File: config.mk
export PLATFORM = sky130hd
export DESIGN_NAME = tcam_wordline_driver
export DESIGN_NICKNAME = d
export VERILOG_FILES = /design/src/rtl/tcam_wordline_driver.sv
export SDC_FILE = /design/constraint.sdc
export NUM_CORES = 1
export LEC_CHECK = 0
export BUFFER_PORTS_ARGS = -buffer_cell sky130_fd_sc_hd__buf_2
export CORE_ASPECT_RATIO = 0.7
export CORE_UTILIZATION = 45
export DETAILED_ROUTE_END_ITERATION = 10
export GPL_ROUTABILITY_DRIVEN = 0
export HOLD_SLACK_MARGIN = 0.1
export PLACE_DENSITY = 0.67
export SLEW_MARGIN = 40
export SYNTH_ARGS = -nofsm -noshare
export SYNTH_HDL_FRONTEND = slang
export SYNTH_SLANG_ARGS = --single-unit
File: constraint.sdc
create_clock -name clk -period 2.3 [get_ports clk]
set_input_delay 0.115 -clock clk [delete_from_list [all_inputs] [get_ports clk]]
set_output_delay 0.115 -clock clk [all_outputs]
set_load 0.03 [all_outputs]
File: src/rtl/tcam_wordline_driver.sv
// rtl/tcam_wordline_driver.sv - sequenced one-hot word-line driver for the 16-entry TCAM write path
// Optional sweep mode (drive lines 0..15 in turn) is compiled in with TCAM_WL_SWEEP_EN.
module tcam_wordline_driver #(
  parameter int PULSE_CYCLES = 2
) (
  input  logic        clk,
  input  logic        rst,
  input  logic        req_valid,
  output logic        req_ready,
  input  logic [3:0]  req_index,
  input  logic        req_all,
  output logic [15:0] wl,
  output logic [3:0]  wl_index,
  output logic        busy,
  output logic        done
);

  typedef enum logic [1:0] {
    S_IDLE  = 2'd0,
    S_DRIVE = 2'd1,
    S_GAP   = 2'd2
  } state_t;

  localparam logic [4:0] CNT_LOAD = 5'(PULSE_CYCLES - 1);

  state_t      state_q, state_d;
  logic [3:0]  idx_q, idx_d;
  logic [4:0]  cnt_q, cnt_d;
  logic        done_q, done_d;
  logic        ready_q, ready_d;
  logic        busy_q, busy_d;
  logic [15:0] wl_q, wl_d;
  logic [3:0]  wl_index_q, wl_index_d;
  logic        last;

`ifdef TCAM_WL_SWEEP_EN
  logic sweep_q, sweep_d;

  // A sweep ends only after line 15; the index never wraps back to 0.
  assign last = !sweep_q || (idx_q == 4'd15);
`else
  logic unused_req_all;

  assign unused_req_all = req_all;
  assign last = 1'b1;
`endif

  always_comb begin
    state_d = state_q;
    idx_d   = idx_q;
    cnt_d   = cnt_q;
    done_d  = 1'b0;
`ifdef TCAM_WL_SWEEP_EN
    sweep_d = sweep_q;
`endif
    case (state_q)
      S_IDLE: begin
        if (req_valid) begin
`ifdef TCAM_WL_SWEEP_EN
          sweep_d = req_all;
          idx_d   = req_all ? 4'd0 : req_index;
`else
          idx_d   = req_index;
`endif
          cnt_d   = CNT_LOAD;
          state_d = S_DRIVE;
        end
      end
      S_DRIVE: begin
        if (cnt_q == 5'd0) begin
          state_d = S_GAP;
          done_d  = last;
        end else begin
          cnt_d = cnt_q - 5'd1;
        end
      end
      S_GAP: begin
        if (last) begin
          state_d = S_IDLE;
        end else begin
          idx_d   = idx_q + 4'd1;
          cnt_d   = CNT_LOAD;
          state_d = S_DRIVE;
        end
      end
      default: state_d = S_IDLE;
    endcase

    // Outputs are decoded from the next state so every port comes straight from a flop.
    wl_d       = (state_d == S_DRIVE) ? (16'h0001 << idx_d) : 16'h0000;
    wl_index_d = (state_d == S_DRIVE) ? idx_d : 4'd0;
    busy_d     = (state_d != S_IDLE);
    ready_d    = (state_d == S_IDLE);
  end

  always_ff @(posedge clk) begin
    if (rst) begin
      state_q    <= S_IDLE;
      idx_q      <= 4'd0;
      cnt_q      <= 5'd0;
      done_q     <= 1'b0;
      ready_q    <= 1'b1;
      busy_q     <= 1'b0;
      wl_q       <= 16'h0000;
      wl_index_q <= 4'd0;
`ifdef TCAM_WL_SWEEP_EN
      sweep_q    <= 1'b0;
`endif
    end else begin
      state_q    <= state_d;
      idx_q      <= idx_d;
      cnt_q      <= cnt_d;
      done_q     <= done_d;
      ready_q    <= ready_d;
      busy_q     <= busy_d;
      wl_q       <= wl_d;
      wl_index_q <= wl_index_d;
`ifdef TCAM_WL_SWEEP_EN
      sweep_q    <= sweep_d;
`endif
    end
  end

  assign req_ready = ready_q;
  assign busy      = busy_q;
  assign done      = done_q;
  assign wl        = wl_q;
  assign wl_index  = wl_index_q;

endmodule

Yosys cells after proc, flatten, opt, wreduce, memory -nomap -nowiden:

Cells that the tools add are included.

* $add $sub $neg: 1
* multipliers: 0
* divide/modulo/power cells: 0
* magnitude comparators: 0
* equality and inequality tests: 4
* shift-type cells: 1
* multiplexer cells: 9
* bitwise gates (word level): 2
* reductions and logical operators: 8

Operator list (number)
* $shl 1x4->16 const A: 1
* $mux 5: 2
* $pmux 5 s2: 1
* $mux 4: 2
* $logic_not 5->1: 1
* $sub 5x1->5 const B: 1
* $eq 2x1->1 const B: 2
* $logic_not 2->1: 2
* $mux 2: 2
* $ne 2x2->1 const B: 2
* $pmux 2 s2: 1
* $reduce_bool 2->1: 2
* $reduce_or 2->1: 2
* $reduce_and 3->1: 1
* $not 1->1: 2
* $mux 1: 1

* register bits after elaboration: 34
* latch bits: 0
* memory bits (writable): 0
* bits in read-only memories: 0
* bits of input ports: 8
* output and inout bits: 23
* logic and storage cells: 33
* memories: 0

Logic depth before layout (Yosys ltp):

Gate-level depths: netlist of the first run.

* depth after elaboration: 6
* depth in mapped cells: 6
* depth with buffers taken out: 5

Least setup slack after synthesis of the first run:

Ideal clock, no wire load.

* path kind: register to register
* start: register cnt_q[0]
* end: register cnt_q[1]
* library setup time: 0.121 ns
* data arrival time: 1.618 ns
* required time: 2.179 ns
* setup slack: 0.561 ns
* cell stages (with the launch flop): 7
* period minus slack after synthesis: 1.739 ns
* path through: dfxtp_1 -> inv_1 -> ha_1 -> or4b_4 -> buf_6 -> a21oi_4 -> mux2_4

* cells in the longest elaborated chain, start to end: 3
* elaborated cells on any way between the ends: 6
* those cells by class: 1 x add/sub; 1 x eq/ne; 2 x mux; 2 x reduce/logical

Ends and longest elaborated chain
* start, declared: line 28 `logic [4:0] cnt_q, cnt_d;`
* start signal, assigned: line 112 `cnt_q <= cnt_d;`
* $sub 5x1->5 / $logic_not 5->1 (equally long branches): line 74, 70
* $mux 5 / $ne 2x2->1 (equally long branches)
* $pmux 5 s2 / $reduce_and 3->1 (equally long branches)

Several ways; a longest one is shown, not always the timed one. The select of a mux whose other input is x is not followed.
A chain may end at the register's enable or synchronous reset.

Worst setup path after layout of the first run:

Ends and elaborated chain as after synthesis.

==> impl_metrics.tcl, run 1 <==
set metrics [dict create \
    synth_area_per_cell_sq_um 11.1 \
    worstPathArrival_ns 2.01 \
    yosys_warnings 0 \
    finalClockSkew_ns 0.00335 \
    syn_to_final_growth_pct 22.9 \
    die_height_um 46.0 \
    cts_tree "yes" \
    post-dp-hpwl_um 1680 \
    synth_edf_count 0 \
    total_power_mw 1.29 \
    via_per_inst 5.18 \
    setup.worst_path.class "flop to flop" \
    hp-class "input port to flop" \
    fin_area_sq_um 1530 \
    ir_worst_vdd_mv 0.370 \
    yosys.area.top_type "dfxtp_1" \
    critical_path.max_stage_delay_ns 0.56 \
    num_rows 15 \
    syn_inst 112 \
    fillers 216 \
    p_per_area_nw_per_um2 844 \
    grt_pass1_wl_um 3730 \
    die_area_sq_um 2980 \
    status "finished clean" \
    port_buffers 29 \
    diodes 0 \
    wl_per_cell_um 12.9 \
    fmax_ghz 0.547 \
    die_w_um 64.8 \
    clk_latency_ns 0.28 \
    place_area_sq_um 1420 \
    grt_pass1_vias 810 \
    netlist_area_sq_um 1240 \
    final.period_utilization_pct 79.5 \
    synth_nets 122 \
    synth_top_area_share_pct 54.8 \
    cts-root-buf "clkbuf_8" \
    relSlewSlack_pct 45.2 \
    worst_pin_slew_ns 0.798 \
    grt_max_degree 20 \
    ys_async_sr_fraction_pct 0 \
    drt-initial-drc-count 32 \
    setup_viol 0 \
    vias 948 \
    ant_nets 0 \
    path_cells "inv_1, ha_1, or4b_4, a21oi_4, mux2_4" \
    critPathMaxFanout 8 \
    r2r-start "cnt_q[0]" \
    tns_ns 0 \
    drt_pre_antenna_iters 4 \
    rsz0062_at_grt "false" \
    period_needed_ns 1.83 \
    regArea_sq_um 681 \
    cp-startpoint "cnt_q[0]" \
    cp_slowest_cell "or4b_4" \
    cts_sinks 34 \
    critPathRequiredTime_ns 2.48 \
    ys_types 31 \
    gr-usage-all-layers_pct 18.0 \
    layout.nets 158 \
    cts_buffer_depth 2 \
    startpoint_type "flop" \
    final_common_cell "dfxtp_1" \
    cts_buffers 5 \
    ys_ff_latch 34 \
    hold_viol 0 \
    routed_wl_um 2360 \
    ys_seq_area_share_pct 54.8 \
    drc 0 \
    grt_overflow_total 0 \
    ctsHtreeMaxLevel 2 \
    start_util_pct 49.0 \
    cap_violations 0 \
    num_io_pins 31 \
    hold_start "req_index[0]" \
    ys_top_cells_by_area "dfxtp_1 55%, nor4_1 8.1%, a32oi_4 4.4%" \
    cts_setup_buffers 0 \
    ys.flop_type "dfxtp_1" \
    layout_common_cells "34 x dfxtp_1, 29 x buf_2, 16 x nor4_1, 8 x nor2_1" \
    drive_above_1_share_pct 34.2 \
    clk_pin_slew_ns 0.07 \
    coreArea_sq_um 2530 \
    multi_input_area_sq_um 504 \
    p_leak_nw 0.661 \
    antenna_found_initial 0 \
    maxSlewViolCount 0 \
    cp-end-kind "flop" \
    cts_resized 0 \
]
## routing by layer
layer	track usage [%]	part of all wire [%]	up-vias
li1	-	-	481
met1	23.2	48	433
met2	25.8	44	29
met3	6.75	6.5	5
met4	10.7	1.7	0
met5	0	0	-
## worst paths after layout
path / cells after the start / slack, ns / end
max: 5 / 0.47 / cnt_q[1]
min: 3 / 0.12 / idx_q[0]
max reg2reg: 5 / 0.47 / cnt_q[1]
min reg2reg: 2 / 0.50 / cnt_q[4]
## cells in the mapped netlist (2+ instances only)
| cell type | n |
|---|---|
| nand2_1 | 3 |
| nor2_1 | 8 |
| mux2i_1 | 4 |
| nand3_1 | 2 |
| a21oi_1 | 5 |
| inv_1 | 7 |
| dfxtp_1 | 34 |
| nor4_1 | 16 |
| buf_6 | 2 |
| nor3_1 | 7 |
| ha_1 | 2 |
| mux2_2 | 2 |
| a32oi_4 | 2 |
## repair_timing
action	in CTS	in global routing
hold buffers	1	0
endpoints found under the hold margin	1	0
endpoints found under the setup margin	0	0
## per-stage QoR
step	setup slack, ns	hold slack, ns	cells	util [%]
after CTS	0.481	0.111	183	60.2
after floorplan	0.561	0.251	112	-
after global routing	0.373	0.120	183	60.2
final	0.471	0.117	183	60.2
after detailed placement	0.493	0.389	174	56.1
after global placement	0.509	0.375	174	56.1
## flip-flops by register name, indices dropped and copies added (netlist names)
register and flops:
done 1, idx_q 4, busy 1, wl 16, wl_index 4, req_ready 1, cnt_q 5, state_q 2
## where the power goes
group          switching [mW]  internal (mW)
clock                   0.209          0.240
sequential             0.0129          0.615
combinational           0.139         0.0714
total                   0.362          0.927
## critical path: cells and delay by family, from the launching register on
kind | cells | cell delay, ns
and+or+nand+nor | 1 | 0.56
DFF | 1 | 0.32
muxes | 1 | 0.32
AOI/OAI and AO/OA | 1 | 0.25
adders and majority gates | 1 | 0.17
buffers and inverters | 1 | 0.11
## cells by family after synthesis
group / Yosys count / synth area share, %
simple gates: 46 / 21.9
flops: 34 / 54.8
compound gates: 11 / 9.57
buf+inv: 11 / 4.63
mux: 8 / 7.15
fa+ha+maj: 2 / 2.01
## layout make-up
cell class                      instances  area share (%)
Clock inverter                          2           0.820
Inverter                                7            1.72
Timing Repair Buffer                   33            11.6
Multi-Input combinational cell         67            33.0
Clock buffer                            6            5.41
Sequential cell                        34            44.6
Tap cell                               34            2.79
No activity file was read; power rests on OpenSTA's default activity.
==> run 2, diff against run 1 <==
clock period = 1.7 ns   (was 2.3 ns; I/O delays follow)
==> impl_metrics.tcl, run 2 (synthesis results as in run 1) <==
set metrics [dict create \
    r2r_slack_ns 0.01 \
    cap_violations 0 \
    drt_pre_antenna_iters 4 \
    clk_latency_ns 0.28 \
    grt_pass1_wl_um 3840 \
    cp-end-kind "flop" \
    ant_nets 0 \
    period_needed_ns 1.69 \
    port_buffers 29 \
    p_per_area_nw_per_um2 1090 \
    combPwrFrac_pct 19.3 \
    status "finished clean" \
    cts_buffers 5 \
    layout.nets 169 \
    vias 1014 \
    grt_max_degree 20 \
    critPathMaxFanout 6 \
    swShare_pct 27.9 \
    hold_ws_ns 0.107 \
    layout_common_cells "32 x dfxtp_1, 29 x buf_2, 14 x nor4_1, 12 x buf_4, 8 x nor2_1" \
    clkPwrFrac_pct 33.2 \
    cts_buffer_depth 2 \
    worstPathArrival_ns 1.86 \
    fillers 197 \
    fin_area_sq_um 1650 \
    antenna_found_initial 0 \
    hp-class "input port to flop" \
    num_rows 15 \
    p_seq_share_pct 47.5 \
    cts-root-buf "clkbuf_8" \
    p_leak_nw 0.718 \
    start_util_pct 49.0 \
    routed_wl_um 2650 \
    post-dp-hpwl_um 1820 \
    maxSlewViolCount 0 \
    r2r-start "cnt_q[0]" \
    r2r_end "cnt_q[1]" \
    die_w_um 64.8 \
    wl_per_cell_um 13.7 \
    grt_pass1_vias 806 \
    drc 0 \
    drive_above_1_share_pct 42.5 \
    cts_tree "yes" \
    cts_sinks 34 \
    ir_worst_vdd_mv 0.676 \
    drt-initial-drc-count 23 \
    clk_pin_slew_ns 0.07 \
    setup.worst_path.class "flop to flop" \
    tns_ns 0 \
    relSlewSlack_pct 76.2 \
    place_area_sq_um 1490 \
    cp-startpoint "cnt_q[0]" \
    post-place-ws_ns 0.0113 \
    die_height_um 46.0 \
    syn_to_final_growth_pct 32.4 \
    fmax_ghz 0.592 \
    setup.worst_path.end "cnt_q[1]" \
    r2r_cells 5 \
    coreArea_sq_um 2530 \
    setup_viol 0 \
    worst_pin_slew_ns 0.358 \
    startpoint_type "flop" \
    final.period_utilization_pct 99.4 \
    setup_ws_ns 0.0101 \
    gr-usage-all-layers_pct 18.1 \
    rsz0062_at_grt "true" \
    diodes 0 \
    final_common_cell "dfxtp_1" \
    grt_overflow_total 0 \
    largest_register_ffs 16 \
    switchingPower_mw 0.500 \
    die_area_sq_um 2980 \
    via_per_inst 5.23 \
    internal_power_mw 1.29 \
    hold_viol 0 \
    ctsHtreeMaxLevel 2 \
    num_io_pins 31 \
    critPathRequiredTime_ns 1.87 \
    finalClockSkew_ns 0.00358 \
]
run 2: per-stage QoR:
step,util (%),std cells,total power [mW]
after floorplan,-,112,1.10
after global placement,58.7,181,1.18
after detailed placement,58.7,181,1.18
after CTS,62.7,190,1.78
after global routing,64.9,194,1.87
final,64.9,194,1.79
run 2: worst min-delay path by stage:
| stage | startpoint | endpoint | cells after the start |
|---|---|---|---|
| 2_1_floorplan | req_index[3] | idx_q[3] | 2 |
| 3_3_place_gp | req_index[3] | idx_q[3] | 3 |
| 3_5_place_dp | req_index[3] | idx_q[3] | 3 |
| 4_1_cts | req_index[0] | idx_q[0] | 3 |
| 5_1_grt | req_index[0] | idx_q[0] | 3 |
| 6_report | req_index[0] | idx_q[0] | 3 |
run 2: metal layers:
layer  share of wire (%)  GRT usage (%)  up-vias
met4                0.87           6.67        0
met3                 5.9           6.75        5
met2                  46           28.1       32
met1                  47           23.1      472
li1                    -              -      505
met5                   0              0        -
run 2: cell type report:
| cell class | instances | area [sq um] | share of cell area, % |
|---|---|---|---|
| flip-flops and latches | 34 | 683 | 41.5 |
| multi-input cells | 68 | 546 | 33.2 |
| repair buffers | 43 | 256 | 15.6 |
| clock buffers | 7 | 86.3 | 5.25 |
| well taps | 34 | 42.5 | 2.59 |
| inverters | 7 | 26.3 | 1.60 |
| clock inverters | 1 | 5.00 | 0.304 |
run 2: power by group through the flow:
stage / Sequential, mW / Combinational [mW] / Clock, mW
after floorplan: 0.904 / 0.191 / 0
after global placement: 0.867 / 0.309 / 0
after detailed placement: 0.869 / 0.316 / 0
after CTS: 0.851 / 0.319 / 0.604
after global routing: 0.855 / 0.373 / 0.640
final: 0.852 / 0.346 / 0.596
run 2: repair_timing:
action / CTS / global route
endpoints found under the hold margin: 1 / 0
resized for setup: 0 / 4
endpoints found under the setup margin: 0 / 18
buffers inserted: 0 / 3
hold buffers: 1 / 0
run 2: critical path, stage by stage (launching register included):
cell	delay (ns)
dfxtp_2	0.33
inv_2	0.08
ha_4	0.13
or4b_4	0.54
a21oi_4	0.19
mux2_4	0.31
==> run 3, diff against run 2 <==
PLACE_DENSITY = 0.69   (was 0.67)
==> impl_metrics.tcl, run 3 (synthesis results as in run 1) <==
set metrics [dict create \
    setup_viol 3 \
    whs_endpoint "busy" \
    cts_tree "yes" \
    hold_ws_ns 0.287 \
    clk_pin_slew_ns 0.07 \
    setup_ws_ns -0.0407 \
    cts-root-buf "clkbuf_8" \
    final.period_utilization_pct 102 \
    fmax_ghz 0.574 \
    r2r_end "wl[8]" \
    layout_common_cells "30 x dfxtp_1, 29 x buf_2, 12 x nor4_1, 11 x buf_4, 8 x nor2_1" \
    gr-usage-all-layers_pct 19.1 \
    cts_buffers 5 \
    cts_sinks 34 \
    ctsHtreeMaxLevel 2 \
    min_path_cells 3 \
    drt-initial-drc-count 33 \
    layout.nets 175 \
    vias 1084 \
    die_area_sq_um 2980 \
    violations "setup timing" \
    grt_pass1_wl_um 3960 \
    total_power_mw 1.86 \
    start_util_pct 49.0 \
    p_leak_nw 0.766 \
    post-place-ws_ns 0.0196 \
    worst_pin_slew_ns 0.350 \
    cts_buffer_depth 2 \
    wl_per_cell_um 14.9 \
    coreArea_sq_um 2530 \
    num_io_pins 31 \
    drc 0 \
    period_needed_ns 1.74 \
    grt_pass1_vias 895 \
    setup.worst_path.class "flop to flop" \
    critPathMaxFanout 8 \
    cap_violations 0 \
    port_buffers 29 \
    relSlewSlack_pct 76.6 \
    fin_util_pct 69.1 \
    clk_latency_ns 0.29 \
    post-dp-hpwl_um 1910 \
    via_per_inst 5.42 \
    hold_viol 0 \
    rsz0062_at_grt "true" \
    hold_start "req_valid" \
    status "finished with violations" \
    num_rows 15 \
    largest_register_ffs 16 \
    antenna_found_initial 0 \
    grt_max_degree 14 \
    finalClockSkew_ns 0.00568 \
    worstPathArrival_ns 1.93 \
    routed_wl_um 2970 \
    maxSlewViolCount 0 \
    ant_nets 0 \
    drt_pre_antenna_iters 4 \
    startpoint_type "flop" \
    die_height_um 46.0 \
    r2r_slack_ns -0.04 \
    grt_overflow_total 0 \
    syn_to_final_growth_pct 40.9 \
    p_per_area_nw_per_um2 1060 \
    drive_above_1_share_pct 45.2 \
    diodes 0 \
    r2r_cells 5 \
    ir_worst_vdd_mv 0.674 \
    hp-class "input port to flop" \
    final_common_cell "dfxtp_1" \
    cp-end-kind "flop" \
    die_w_um 64.8 \
    r2r-start "state_q[0]" \
    critPathRequiredTime_ns 1.89 \
]
-- run 3: final cells by class --
class / count / area, sq um
Sequential cell: 34 / 686
Tap cell: 34 / 42.5
Inverter: 7 / 26.3
Timing Repair Buffer: 49 / 328
Clock buffer: 6 / 82.6
Clock inverter: 2 / 12.5
Fill cell: 190 / 783
Multi-Input combinational cell: 68 / 573
-- run 3: timing repair --
item,CTS,global route
gates resized for setup,0,15
setup endpoints to repair,0,21
setup buffers,0,4
hold buffers,6,0
hold endpoints to repair,4,0
-- run 3: how the worst max path moves through the flow --
| stage | start | endpoint | slack (ns) | cells past startpoint |
|---|---|---|---|---|
| CTS | cnt_q[1] | cnt_q[1] | 0.004 | 5 |
| finish | state_q[0] | wl[8] | -0.04 | 5 |
| global route | state_q[0] | wl[8] | -0.12 | 5 |
| floorplan | cnt_q[1] | cnt_q[1] | -0.02 | 6 |
| global placement | cnt_q[1] | cnt_q[1] | 0.05 | 5 |
| detailed placement | cnt_q[0] | cnt_q[0] | 0.02 | 6 |
-- run 3: report_power, final --
| group | leakage, nW | total [mW] | internal (mW) | switching, mW |
|---|---|---|---|---|
| clock network | 0.0472 | 0.618 | 0.325 | 0.293 |
| logic | 0.441 | 0.390 | 0.163 | 0.227 |
| registers | 0.278 | 0.857 | 0.834 | 0.0229 |
-- run 3: critical path: stages (launching register included) --
cell	delay, ns
dfxtp_2	0.35
nor3b_2	0.23
buf_6	0.18
buf_4	0.13
mux2_2	0.41
nor4_1	0.33
-- run 3: layer usage --
metal	part of all wire [%]	vias to the layer above	track usage (%)	wire, um
met2	47	27	33.8	1410
met5	0	-	0	0
li1	-	524	-	-
met3	4.4	5	6.00	131
met1	47	528	21.4	1390
met4	1.5	0	9.33	44
-- run 3: metrics by stage --
step / cells / TNS [ns] / instance area, sq um
floorplan: 112 / -0.0203 / 1260
global placement: 181 / 0 / 1490
detailed placement: 181 / 0 / 1490
CTS: 195 / 0 / 1640
global route: 200 / -0.576 / 1750
finish: 200 / -0.0541 / 1750
